--- src/rtl/cache_pkg.sv ---
// -----------------------------------------------------------------------------
// cache_pkg
// Shared constants, types and helpers for the 4-line LRU cache controller.
//   NUM_LINES   : number of cache lines tracked
//   CNT_W       : width of one per-line recency counter
//   LINE_W      : width of a line index
//   state_e     : controller FSM states
//   cnt_vec_t   : packed counter vector {cnt3,cnt2,cnt1,cnt0}
//   pick_victim : replacement choice (first invalid line, else count-0 line)
// -----------------------------------------------------------------------------
package cache_pkg;

   localparam int NUM_LINES = 4;
   localparam int CNT_W     = 2;
   localparam int LINE_W    = $clog2(NUM_LINES);

   typedef enum logic [1:0] {
      ST_IDLE = 2'd0,
      ST_FILL = 2'd1,
      ST_RESP = 2'd2
   } state_e;

   typedef logic [NUM_LINES-1:0][CNT_W-1:0] cnt_vec_t;
   typedef logic [LINE_W-1:0]               line_t;

   // Invalid lines are always preferred so a cold cache fills in index order;
   // once full, the line holding count 0 is the least recently used.
   function automatic line_t pick_victim(input logic [NUM_LINES-1:0] valid,
                                         input cnt_vec_t              cnt);
      line_t victim;
      logic  found;
      victim = '0;
      found  = 1'b0;
      for (int i = 0; i < NUM_LINES; i++) begin
         if (!found && !valid[i]) begin
            victim = line_t'(i);
            found  = 1'b1;
         end
      end
      if (!found) begin
         for (int i = 0; i < NUM_LINES; i++) begin
            if (cnt[i] == '0) begin
               victim = line_t'(i);
            end
         end
      end
      return victim;
   endfunction

endpackage

--- src/rtl/cache_lru_ctrl_if.sv ---
// -----------------------------------------------------------------------------
// cache_lru_ctrl_if
// Request / refill / response bundle of the LRU cache controller.
//   req_valid, req_hit, hit_line : lookup result from the requester
//   req_ready                    : controller can accept a lookup
//   fill_req, fill_line          : refill request toward the backing store
//   fill_ack                     : refill complete
//   done, done_line              : retirement pulse and the line it touched
//   valid_lines, ref_cnt         : observable cache state
// Modports: slave = controller side, master = requester/memory side.
// -----------------------------------------------------------------------------
interface cache_lru_ctrl_if;
   import cache_pkg::*;

   logic                 req_valid;
   logic                 req_ready;
   logic                 req_hit;
   line_t                hit_line;
   logic                 fill_req;
   line_t                fill_line;
   logic                 fill_ack;
   logic                 done;
   line_t                done_line;
   logic [NUM_LINES-1:0] valid_lines;
   cnt_vec_t             ref_cnt;

   modport slave (
      input  req_valid, req_hit, hit_line, fill_ack,
      output req_ready, fill_req, fill_line, done, done_line, valid_lines, ref_cnt
   );

   modport master (
      output req_valid, req_hit, hit_line, fill_ack,
      input  req_ready, fill_req, fill_line, done, done_line, valid_lines, ref_cnt
   );

endinterface

--- src/rtl/lru_touch.sv ---
// -----------------------------------------------------------------------------
// lru_touch
// Combinational recency update for one touched line.
//   cnt_i  : current counts (a permutation of 0..NUM_LINES-1)
//   line_i : line being touched
//   cnt_o  : next counts; touched line becomes most recent, every line that
//            was more recent than it moves down by one, the rest are kept,
//            so the result is again a permutation.
// -----------------------------------------------------------------------------
module lru_touch
   import cache_pkg::*;
(
   input  cnt_vec_t cnt_i,
   input  line_t    line_i,
   output cnt_vec_t cnt_o
);

   logic [CNT_W-1:0] touched_cnt;

   always_comb begin
      touched_cnt = cnt_i[line_i];
      cnt_o       = cnt_i;
      for (int i = 0; i < NUM_LINES; i++) begin
         if (line_t'(i) == line_i) begin
            cnt_o[i] = CNT_W'(NUM_LINES - 1);
         end else if (cnt_i[i] > touched_cnt) begin
            cnt_o[i] = cnt_i[i] - CNT_W'(1);
         end
      end
   end

endmodule

--- src/rtl/cache_lru_ctrl.sv ---
// -----------------------------------------------------------------------------
// cache_lru_ctrl
// LRU bookkeeping and refill sequencing for a 4-line cache.
//   clk   : single clock, rising edge
//   rst_n : synchronous active-low reset
//   bus   : cache_lru_ctrl_if.slave (request, refill and response signals)
// A hit on a valid line updates recency at acceptance and retires the next
// cycle. Anything else picks a victim, requests a refill and retires the
// cycle after fill_ack. One request is in flight at a time.
// -----------------------------------------------------------------------------
module cache_lru_ctrl
   import cache_pkg::*;
(
   input  logic             clk,
   input  logic             rst_n,
   cache_lru_ctrl_if.slave  bus
);

   state_e               state_q,     state_d;
   cnt_vec_t             cnt_q,       cnt_d;
   logic [NUM_LINES-1:0] valid_q,     valid_d;
   line_t                fill_line_q, fill_line_d;
   line_t                done_line_q, done_line_d;

   line_t                touch_line;
   cnt_vec_t             touch_cnt;

   // In IDLE only a hit can touch; in FILL only the line being refilled can.
   // Kept outside the FSM process so the touch path is not a comb loop.
   assign touch_line = (state_q == ST_IDLE) ? bus.hit_line : fill_line_q;

   lru_touch u_lru_touch (
      .cnt_i  (cnt_q),
      .line_i (touch_line),
      .cnt_o  (touch_cnt)
   );

   always_comb begin
      state_d     = state_q;
      cnt_d       = cnt_q;
      valid_d     = valid_q;
      fill_line_d = fill_line_q;
      done_line_d = done_line_q;

      unique case (state_q)
         ST_IDLE: begin
            if (bus.req_valid) begin
               // A hit reported on a line we never filled is stale: refill it.
               if (bus.req_hit && valid_q[bus.hit_line]) begin
                  cnt_d       = touch_cnt;
                  done_line_d = bus.hit_line;
                  state_d     = ST_RESP;
               end else begin
                  fill_line_d = pick_victim(valid_q, cnt_q);
                  state_d     = ST_FILL;
               end
            end
         end
         ST_FILL: begin
            if (bus.fill_ack) begin
               valid_d[fill_line_q] = 1'b1;
               cnt_d                = touch_cnt;
               done_line_d          = fill_line_q;
               state_d              = ST_RESP;
            end
         end
         ST_RESP: begin
            state_d = ST_IDLE;
         end
         default: begin
            state_d = ST_IDLE;
         end
      endcase
   end

   always_ff @(posedge clk) begin
      if (!rst_n) begin
         state_q     <= ST_IDLE;
         valid_q     <= '0;
         fill_line_q <= '0;
         done_line_q <= '0;
         for (int i = 0; i < NUM_LINES; i++) begin
            cnt_q[i] <= CNT_W'(i);
         end
      end else begin
         state_q     <= state_d;
         cnt_q       <= cnt_d;
         valid_q     <= valid_d;
         fill_line_q <= fill_line_d;
         done_line_q <= done_line_d;
      end
   end

   // Handshake outputs decode straight from state, so reset clears them at once.
   assign bus.req_ready   = (state_q == ST_IDLE);
   assign bus.fill_req    = (state_q == ST_FILL);
   assign bus.done        = (state_q == ST_RESP);
   assign bus.fill_line   = fill_line_q;
   assign bus.done_line   = done_line_q;
   assign bus.valid_lines = valid_q;
   assign bus.ref_cnt     = cnt_q;

endmodule

--- src/flat_wrapper.sv ---
// flat-port wrapper written by rule: the top's interface ports become plain ports
module cache_lru_ctrl_flat import cache_pkg::*;
  (clk, rst_n, bus_req_valid, bus_req_hit, bus_hit_line, bus_fill_ack, bus_req_ready, bus_fill_req, bus_fill_line, bus_done, bus_done_line, bus_valid_lines, bus_ref_cnt);
  cache_lru_ctrl_if bus_i ();
  input  logic clk;
  input  logic rst_n;
  input wire logic [$bits(bus_i.req_valid)-1:0] bus_req_valid;
  input wire logic [$bits(bus_i.req_hit)-1:0] bus_req_hit;
  input wire logic [$bits(bus_i.hit_line)-1:0] bus_hit_line;
  input wire logic [$bits(bus_i.fill_ack)-1:0] bus_fill_ack;
  output wire logic [$bits(bus_i.req_ready)-1:0] bus_req_ready;
  output wire logic [$bits(bus_i.fill_req)-1:0] bus_fill_req;
  output wire logic [$bits(bus_i.fill_line)-1:0] bus_fill_line;
  output wire logic [$bits(bus_i.done)-1:0] bus_done;
  output wire logic [$bits(bus_i.done_line)-1:0] bus_done_line;
  output wire logic [$bits(bus_i.valid_lines)-1:0] bus_valid_lines;
  output wire logic [$bits(bus_i.ref_cnt)-1:0] bus_ref_cnt;
  assign bus_i.req_valid = bus_req_valid;
  assign bus_i.req_hit = bus_req_hit;
  assign bus_i.hit_line = bus_hit_line;
  assign bus_i.fill_ack = bus_fill_ack;
  assign bus_req_ready = bus_i.req_ready;
  assign bus_fill_req = bus_i.fill_req;
  assign bus_fill_line = bus_i.fill_line;
  assign bus_done = bus_i.done;
  assign bus_done_line = bus_i.done_line;
  assign bus_valid_lines = bus_i.valid_lines;
  assign bus_ref_cnt = bus_i.ref_cnt;
  cache_lru_ctrl u_core (.clk(clk), .rst_n(rst_n), .bus(bus_i));
endmodule
--- config.mk ---
export PLATFORM = sky130hd
export DESIGN_NAME = cache_lru_ctrl_flat
export DESIGN_NICKNAME = d
export VERILOG_FILES = /design/src/rtl/cache_pkg.sv /design/src/rtl/cache_lru_ctrl_if.sv /design/src/rtl/lru_touch.sv /design/src/rtl/cache_lru_ctrl.sv /design/src/flat_wrapper.sv
export SDC_FILE = /design/constraint.sdc
export NUM_CORES = 1
export LEC_CHECK = 0
export BUFFER_PORTS_ARGS = -buffer_cell sky130_fd_sc_hd__clkbuf_2
export CORE_MARGIN = 4
export CORE_UTILIZATION = 48
export DETAILED_ROUTE_END_ITERATION = 7
export PLACE_DENSITY = 0.77
export SLEW_MARGIN = 30
export SYNTH_ARGS = -nofsm -noshare
export SYNTH_HDL_FRONTEND = slang
export SYNTH_HIERARCHICAL = 1
export SYNTH_SLANG_ARGS = --single-unit
--- constraint.sdc ---
create_clock -name clk -period 2.6 [get_ports clk]
set_input_delay 0.39 -clock clk [delete_from_list [all_inputs] [get_ports clk]]
set_output_delay 0.39 -clock clk [all_outputs]
set_load 0.01 [all_outputs]
==> impl_metrics.ini, run 1 <==
[drt]
routed_wl_mm = 3.58
via_per_inst = 6.15
drc_errors = 0
drt_first_pass_iters = 4
wl_per_cell_um = 17.2
vias = 1279
first_iter_violations = 71
ant_nets = 0

[sta]
relSlewSlack = 0.530
fmax_ghz = 0.385
min_period_ns = 2.60
slew_viol_final = 0
fin_hold_ws_ns = 0.435
tns_ns = 0
setup_viol = 0
hold_violations = 0
rsz0062_at_grt = yes
tightest_slew_ns = 0.705
fin_crit_sh = 0.998
clock_skew_ns = 0.00476

[global_routing]
grtUsageMet2 = 0.344
grt_max_degree = 15
grt_pass1_vias = 1286
grt-ovfl-total = 0
grt_usage = 0.201
gr-max-usage-layer = met2
met1_usage = 0.241
antenna_found_initial = 0
grtUsageMet3 = 0.0395
grt_pass1_wl_mm = 5.48

[worst_hold_path]
whs_endpoint = u_core/state_q[0]
worstHoldStart = bus_fill_ack
min_path_cells = 3
hold_path_class = primary input to flip-flop

[flow_run]
maxCapViolations = 0

[synth]
synth.top_cell.area_share = 0.292
synth_compound_area_frac = 0.211
yosysUniqueCellTypes = 32
synth_top_family_by_area = simple AND/OR/NAND/NOR gates
syn_avg_cell_area_um2 = 8.50
synthAdderAreaFrac = 0.0812
yosysWarnings = 6
yosysSeqAreaShare = 0.292
synthMuxAreaShare = 0.107
synth.area.top_cells = dfxtp_1 29%, ha_1 8.1%, nand3_1 6.1%
synth_seq_cells = 18
syn_area_um2 = 1230
yosys.area.top_type = dfxtp_1
synth_fp_nets = 160
synthXorXnorAreaFrac = 0.0284
yosys.area_share.simple = 0.228
synth_cells = 145

[clocking]
h-tree-depth = 1
clkTransAtPathRegs_ns = 0.11
cts.sinks = 18
clockBufferDepth = 2
cts_tree = done
clk_latency_ns = 0.29
cts_hold_buf = 0
clockRootBuffer = clkbuf_4
cts_buffers = 3

[pwr]
p_sw_mw = 0.261
irDropWorstVdd_mv = 0.248
p_clk_frac = 0.188
combPwrFrac = 0.392
power.density_nw_per_um2 = 476
total_power_mw = 0.738
intPower_mw = 0.477
swShare = 0.354
p_leak_nw = 0.645
seq_power_share = 0.419

[outcome]
outcome = finished clean

[floorplan]
fp.dieArea_um2 = 3440
start_util = 0.502
io_pins = 26
rows = 18
core_um2 = 2450
die_y_um = 58.7
die_w_um = 58.7

[finish]
antenna_cells = 0
layoutNonFillerInstCount = 208
layout-area-overhead-vs-synth_pct = 25.7
fill_cells = 194
layout.nets = 195
drive_gt1_frac = 0.331

[placement]
dp_hpwl_mm = 2.47
placed_cells = 201
gp_congestion = 0.823
portBuffers = 25

[critical_path]
r2r_setup_slack_ns = 0.005
critPathLaunchType = flip-flop
path_class = flip-flop to flip-flop
crit_path_max_fanout = 6
critPathRequiredTime_ns = 2.77
r2r_end = u_core/bus.ref_cnt[5]
cp.arrival_ns = 2.76
r2r_start = u_core/state_q[0]
r2r_cells = 11
endpoint_kind = flip-flop
[routing by layer]
metal | up-vias | share of wire
met5 | - | 0
met2 | 47 | 0.51
met3 | 13 | 0.044
met1 | 615 | 0.42
li1 | 604 | -
met4 | 0 | 0.028
[cell usage after synthesis, drive strengths merged]
cell type  number
o221ai          1
o21ai          13
mux2            2
nor3b           3
xor2            4
nor3            4
o21a            4
buf             2
dfxtp          18
ha              8
mux2i           6
mux4            2
nor2b           4
nand2          19
o211ai          7
a21oi           6
nand4bb         1
o2111ai         2
nand2b          2
a41oi           1
clkbuf          2
nor2            6
o221a           1
a311oi          2
nand3          15
nand4b          1
inv             8
or2b            1
[critical path, stage by stage (launching register included)]
cell and delay [ns]:
dfxtp_2 0.36, nor2_4 0.13, mux2_4 0.35, mux4_2 0.48
clkinv_4 0.11, ha_4 0.20, nor2b_1 0.15, o211ai_1 0.29
xor2_1 0.18, nand2_1 0.07, nand3_1 0.08, nand3_1 0.08
[timing repair]
action | 4_1_cts | 5_1_grt
endpoints found under the setup margin | 0 | 7
resized for setup | 0 | 18
buffers inserted | 0 | 4
[worst max path at each step]
stage / from / to / slack (ns) / cells past startpoint
after floorplan: u_core/state_q[1] / u_core/bus.ref_cnt[5] / 0.04 / 12
after global placement: u_core/state_q[1] / u_core/bus.ref_cnt[1] / 0.07 / 11
after detailed placement: u_core/state_q[1] / u_core/bus.ref_cnt[1] / 0.03 / 11
after CTS: u_core/state_q[1] / u_core/bus.ref_cnt[1] / 0.007 / 11
after global routing: u_core/state_q[0] / u_core/bus.ref_cnt[5] / -0.1 / 11
final: u_core/state_q[0] / u_core/bus.ref_cnt[5] / 0.005 / 11
[registers in the layout, indices dropped and copies added (netlist names)]
register                count
u_core/bus.ref_cnt          8
u_core/bus.valid_lines      4
u_core/bus.done_line        2
u_core/state_q              2
u_core/bus.fill_line        2
[cell type report]
class	count	area [µm²]	share of cell area
Multi-Input combinational cell	115	900	0.581
Sequential cell	18	362	0.233
Timing Repair Buffer	34	193	0.124
Tap cell	30	37.5	0.0242
Inverter	8	35.0	0.0226
Clock buffer	3	22.5	0.0145
[cells by family (layout without fill, tap and decap cells)]
| kind of cell | after synthesis | in the layout |
|---|---|---|
| compound gates | 37 | 37 |
| xor+xnor | 4 | 4 |
| fa+ha+maj | 8 | 8 |
| buf+inv | 12 | 45 |
| flops | 18 | 18 |
| mux | 10 | 10 |
| simple gates | 56 | 56 |
[power groups by stage]
stage | Sequential, mW | Combinational, mW | Clock (mW)
after CTS | 0.307 | 0.229 | 0.139
after global placement | 0.312 | 0.216 | 0
after floorplan | 0.315 | 0.161 | 0
after detailed placement | 0.313 | 0.228 | 0
final | 0.309 | 0.289 | 0.139
after global routing | 0.311 | 0.310 | 0.152
[stage by stage]
stage / util / cell area (µm²) / setup WS [ns]
floorplan: - / 1240 / 0.0417
global placement: 0.574 / 1410 / 0.0699
detailed placement: 0.574 / 1410 / 0.0324
CTS: 0.584 / 1430 / 0.00659
global route: 0.631 / 1550 / -0.0966
finish: 0.631 / 1550 / 0.00458
[placed cells by master (no fill, tap or decap), types with 3 or more instances in the layout]
master / count
nor2_1: 5
inv_1: 7
clkbuf_4: 3
nor3b_1: 3
xor2_1: 4
a21oi_1: 5
nand3_2: 3
o21ai_0: 12
nor3_1: 3
o211ai_1: 7
buf_4: 9
nand2_1: 19
mux2i_1: 6
o21a_1: 4
ha_4: 4
nand3_1: 12
dfxtp_1: 17
ha_1: 4
clkbuf_2: 25
Power figures use the tool's default switching activity.
==> run 2: changes to the inputs <==
CORE_UTILIZATION = 58   (was 48)
GPL_TIMING_DRIVEN = 0   (was unset)
PLACE_DENSITY = 0.87   (was 0.77)
clock period = 3.3 ns   (was 2.6 ns; I/O delays follow)
==> impl_metrics.ini, run 2 (synthesized netlist as in run 1, its figures left out) <==
[clocking]
h-tree-depth = 1
clockRootBuffer = clkbuf_4
clk_latency_ns = 0.29
cts_hold_buf = 0
cts.repair.resized = 0
cts.sinks = 18
clockBufferDepth = 2
cts_buffers = 3
clkTransAtPathRegs_ns = 0.09
post_cts_buffers = 0
cts_tree = done

[sta]
tightest_slew_ns = 0.448
clock_skew_ns = 0.00124
fmax_ghz = 0.331
hold_violations = 0
relSlewSlack = 0.701
fin_crit_sh = 0.915
fin_ws_ns = 0.280
tns_ns = 0
rsz0062_at_grt = no
slew_viol_final = 0
setup_viol = 0
min_period_ns = 3.02

[placement]
gp_congestion = 0.871
placed_cells = 197
portBuffers = 25
dp_slack_ns = 0.293
dp_hpwl_mm = 2.38

[pwr]
p_leak_nw = 0.603
power.density_nw_per_um2 = 369
irDropWorstVdd_mv = 0.239

[global_routing]
grt_pass1_wl_mm = 5.20
grt_pass1_vias = 1199
antenna_found_initial = 0
grt_max_degree = 11
grt_usage = 0.245
grt-ovfl-total = 0

[drt]
dr_wl_met3_um = 215
wl_per_cell_um = 15.4
drt_first_pass_iters = 4
vias = 1255
drc_errors = 0
via_per_inst = 6.28
wl_met2_mm = 1.59
ant_nets = 0
routed_wl_mm = 3.09
first_iter_violations = 54
highest_layer = met4
met1_length_mm = 1.25

[finish]
fill_cells = 149
layoutNonFillerInstCount = 200
drive_gt1_frac = 0.225
layout_common_cells = 25 x clkbuf_2, 19 x nand2_1, 18 x dfxtp_1
layout.nets = 190
layout-area-overhead-vs-synth_pct = 14.7
final_common_cell = clkbuf_2
antenna_cells = 0
largest_reg_flops = 8
final_core_util = 0.713

[critical_path]
cp_top_family = multiplexers
r2r_setup_slack_ns = 0.28
cp.arrival_ns = 3.20
endpoint_kind = flip-flop
critPathLaunchType = flip-flop
critPathRequiredTime_ns = 3.48
critPathSlowestCell = mux2_2
crit_path_end = u_core/bus.ref_cnt[1]
crit_chain = buf_2 -> nor2_1 -> mux2_2 -> mux4_2 -> inv_1 -> ha_1 -> nor2b_1 -> o211ai_1 -> xor2_1 -> o21ai_0 -> nand3_1 -> a21oi_1
crit_start = u_core/state_q[1]
r2r_end = u_core/bus.ref_cnt[1]
crit_path_max_fanout = 10
slowest_delay_ns = 0.45
path_class = flip-flop to flip-flop
path_buf_inv = 2
crit_cells = 12
r2r_start = u_core/state_q[1]
r2r_cells = 12

[floorplan]
die_y_um = 54.1
core_um2 = 1980
die_w_um = 54.1
start_util = 0.622
fp.dieArea_um2 = 2930
io_pins = 26
rows = 16

[worst_hold_path]
hold_path_class = primary input to flip-flop

[flow_run]
maxCapViolations = 0

[outcome]
outcome = finished clean
[run 2: cell count changes in the layout (fill, tap and decap cells not counted), moves of 2 or more]
cell | before | now
nand3_1 | 12 | 15
ha_4 | 4 | 0
nand3_2 | 3 | 0
ha_1 | 4 | 8
nor2b_4 | 2 | 0
buf_4 | 9 | 0
nor2b_1 | 2 | 4
[run 2: power breakdown]
part | internal [mW] | total, mW | switching (mW)
Clock | 0.0425 | 0.104 | 0.0614
Combinational | 0.0756 | 0.175 | 0.0989
Sequential | 0.228 | 0.243 | 0.0153
[run 2: stage by stage]
stage,total power [mW],area (µm²),hold slack [ns]
floorplan,0.373,1230,0.531
global placement,0.409,1390,0.519
CTS,0.524,1410,0.513
finish,0.521,1410,0.513
global route,0.560,1410,0.528
detailed placement,0.420,1390,0.522
[run 2: metal layers]
layer	GRT usage	up-vias
met5	0	-
met4	0.0913	0
met3	0.0693	5
met2	0.417	53
met1	0.291	606
li1	-	591
[run 2: worst register-to-register path: stages (launching register included)]
cell	delay [ns]
dfxtp_1	0.32
buf_2	0.17
nor2_1	0.27
mux2_2	0.45
mux4_2	0.44
inv_1	0.17
ha_1	0.28
nor2b_1	0.15
o211ai_1	0.24
xor2_1	0.17
o21ai_0	0.10
nand3_1	0.09
a21oi_1	0.06
[run 2: area by class of cell]
class	instances	area (µm²)	area share
multi-input combinational	115	808	0.572
inverter	8	30.0	0.0212
timing repair buffer	25	125	0.0885
tap	27	33.8	0.0239
clock buffer	3	22.5	0.0159
sequential	18	360	0.255
buffer	4	33.8	0.0239
[run 2: worst min-delay path by stage]
stage	end	from	slack (ns)	cells after the start
floorplan	u_core/bus.ref_cnt[0]	u_core/bus.ref_cnt[0]	0.53	2
global placement	u_core/bus.ref_cnt[0]	u_core/bus.ref_cnt[0]	0.52	2
detailed placement	u_core/bus.ref_cnt[0]	u_core/bus.ref_cnt[0]	0.52	2
CTS	u_core/bus.fill_line[1]	rst_n	0.51	3
global route	u_core/bus.fill_line[1]	rst_n	0.53	3
finish	u_core/bus.fill_line[1]	rst_n	0.51	3
==> run 3: changes to the inputs <==
MAX_ROUTING_LAYER = met4   (was unset)
==> impl_metrics.ini, run 3 (synthesized netlist as in run 1, its figures left out) <==
[floorplan]
core_um2 = 1980
start_util = 0.622
rows = 16
die_y_um = 54.1
io_pins = 26
fp.dieArea_um2 = 2930
die_w_um = 54.1

[sta]
relSlewSlack = 0.687
fin_crit_sh = 0.915
clock_skew_ns = 0.00113
hold_violations = 0
slew_viol_final = 0
tns_ns = 0
min_period_ns = 3.02
fin_hold_ws_ns = 0.515
setup_viol = 0
rsz0062_at_grt = no
fin_ws_ns = 0.279
fmax_ghz = 0.331
tightest_slew_ns = 0.469

[finish]
final_core_util = 0.713
layout-area-overhead-vs-synth_pct = 14.7
antenna_cells = 0
drive_gt1_frac = 0.225
layout_common_cells = 25 x clkbuf_2, 19 x nand2_1, 18 x dfxtp_1
design_area_um2 = 1410
layout.nets = 190
final_common_cell = clkbuf_2
largest_reg_flops = 8

[critical_path]
endpoint_kind = flip-flop
cp_top_family = multiplexers
cp.arrival_ns = 3.20
critPathRequiredTime_ns = 3.48
crit_chain = buf_2 -> nor2_1 -> mux2_2 -> mux4_2 -> inv_1 -> ha_1 -> nor2b_1 -> o211ai_1 -> xor2_1 -> o21ai_0 -> nand3_1 -> a21oi_1
crit_start = u_core/state_q[1]
r2r_start = u_core/state_q[1]
critPathLaunchType = flip-flop
critPathSlowestCell = mux2_2
path_buf_inv = 2
path_class = flip-flop to flip-flop
slowest_delay_ns = 0.45
crit_path_max_fanout = 10

[clocking]
clockRootBuffer = clkbuf_4
clk_latency_ns = 0.29
cts_hold_buf = 0
cts.sinks = 18
clkTransAtPathRegs_ns = 0.09
post_cts_buffers = 0
clockBufferDepth = 2
h-tree-depth = 1
cts.repair.resized = 0
cts_tree = done
cts_buffers = 3

[pwr]
irDropWorstVdd_mv = 0.240
power.density_nw_per_um2 = 368
p_leak_nw = 0.603

[global_routing]
grt-ovfl-total = 0
grt_pass1_wl_mm = 5.20
antenna_found_initial = 0
grt_usage = 0.252
grt_pass1_vias = 1199
grt_max_degree = 11

[worst_hold_path]
worstHoldStart = rst_n
hold_path_class = primary input to flip-flop

[placement]
gp_congestion = 0.885
placedInstanceArea_um2 = 1390
portBuffers = 25
dp_slack_ns = 0.293
dp_hpwl_mm = 2.38

[outcome]
outcome = finished clean

[drt]
drc_errors = 0
highest_layer = met4
routed_wl_mm = 3.09
first_iter_violations = 54
wl_per_cell_um = 15.5
ant_nets = 0
drt_first_pass_iters = 4
met1_length_mm = 1.21
vias = 1264
wl_met2_mm = 1.55
dr_wl_met3_um = 258
via_per_inst = 6.32

[flow_run]
maxCapViolations = 0
## run 3: worst register-to-register path: stages, from the launching register on
cell and delay (ns):
dfxtp_1 0.32, buf_2 0.17, nor2_1 0.27, mux2_2 0.45, mux4_2 0.44, inv_1 0.17, ha_1 0.28, nor2b_1 0.15
o211ai_1 0.24, xor2_1 0.17, o21ai_0 0.10, nand3_1 0.09, a21oi_1 0.06
## run 3: power breakdown
group | total (mW) | internal, mW | switching, mW
registers | 0.243 | 0.228 | 0.0151
clock network | 0.104 | 0.0425 | 0.0613
logic | 0.174 | 0.0756 | 0.0988
## run 3: cell type report
| class | instances | area (µm²) |
|---|---|---|
| well taps | 27 | 33.8 |
| fillers | 149 | 568 |
| flip-flops and latches | 18 | 360 |
| multi-input cells | 115 | 808 |
| clock buffers | 3 | 22.5 |
| inverters | 8 | 30.0 |
| plain buffers | 4 | 33.8 |
| repair buffers | 25 | 125 |
## run 3: routing by layer
metal  vias up  GRT usage
li1        589          -
met5         -          -
met1       599      0.293
met2        64      0.417
met4         0     0.0913
met3        12     0.0665
## run 3: through the flow
| step | instances | power, mW |
|---|---|---|
| 6_report | 200 | 0.521 |
| 5_1_grt | 200 | 0.560 |
| 4_1_cts | 200 | 0.524 |
| 3_5_place_dp | 197 | 0.420 |
| 3_3_place_gp | 197 | 0.409 |
| 2_1_floorplan | 145 | 0.373 |
## run 3: final timing paths
| check | slack [ns] | cells past startpoint | endpoint |
|---|---|---|---|
| setup reg to reg | 0.28 | 12 | u_core/bus.ref_cnt[1] |
| setup / recovery | 0.28 | 12 | u_core/bus.ref_cnt[1] |
| hold reg to reg | 0.54 | 2 | u_core/bus.ref_cnt[0] |
| hold / removal | 0.52 | 3 | u_core/bus.fill_line[1] |
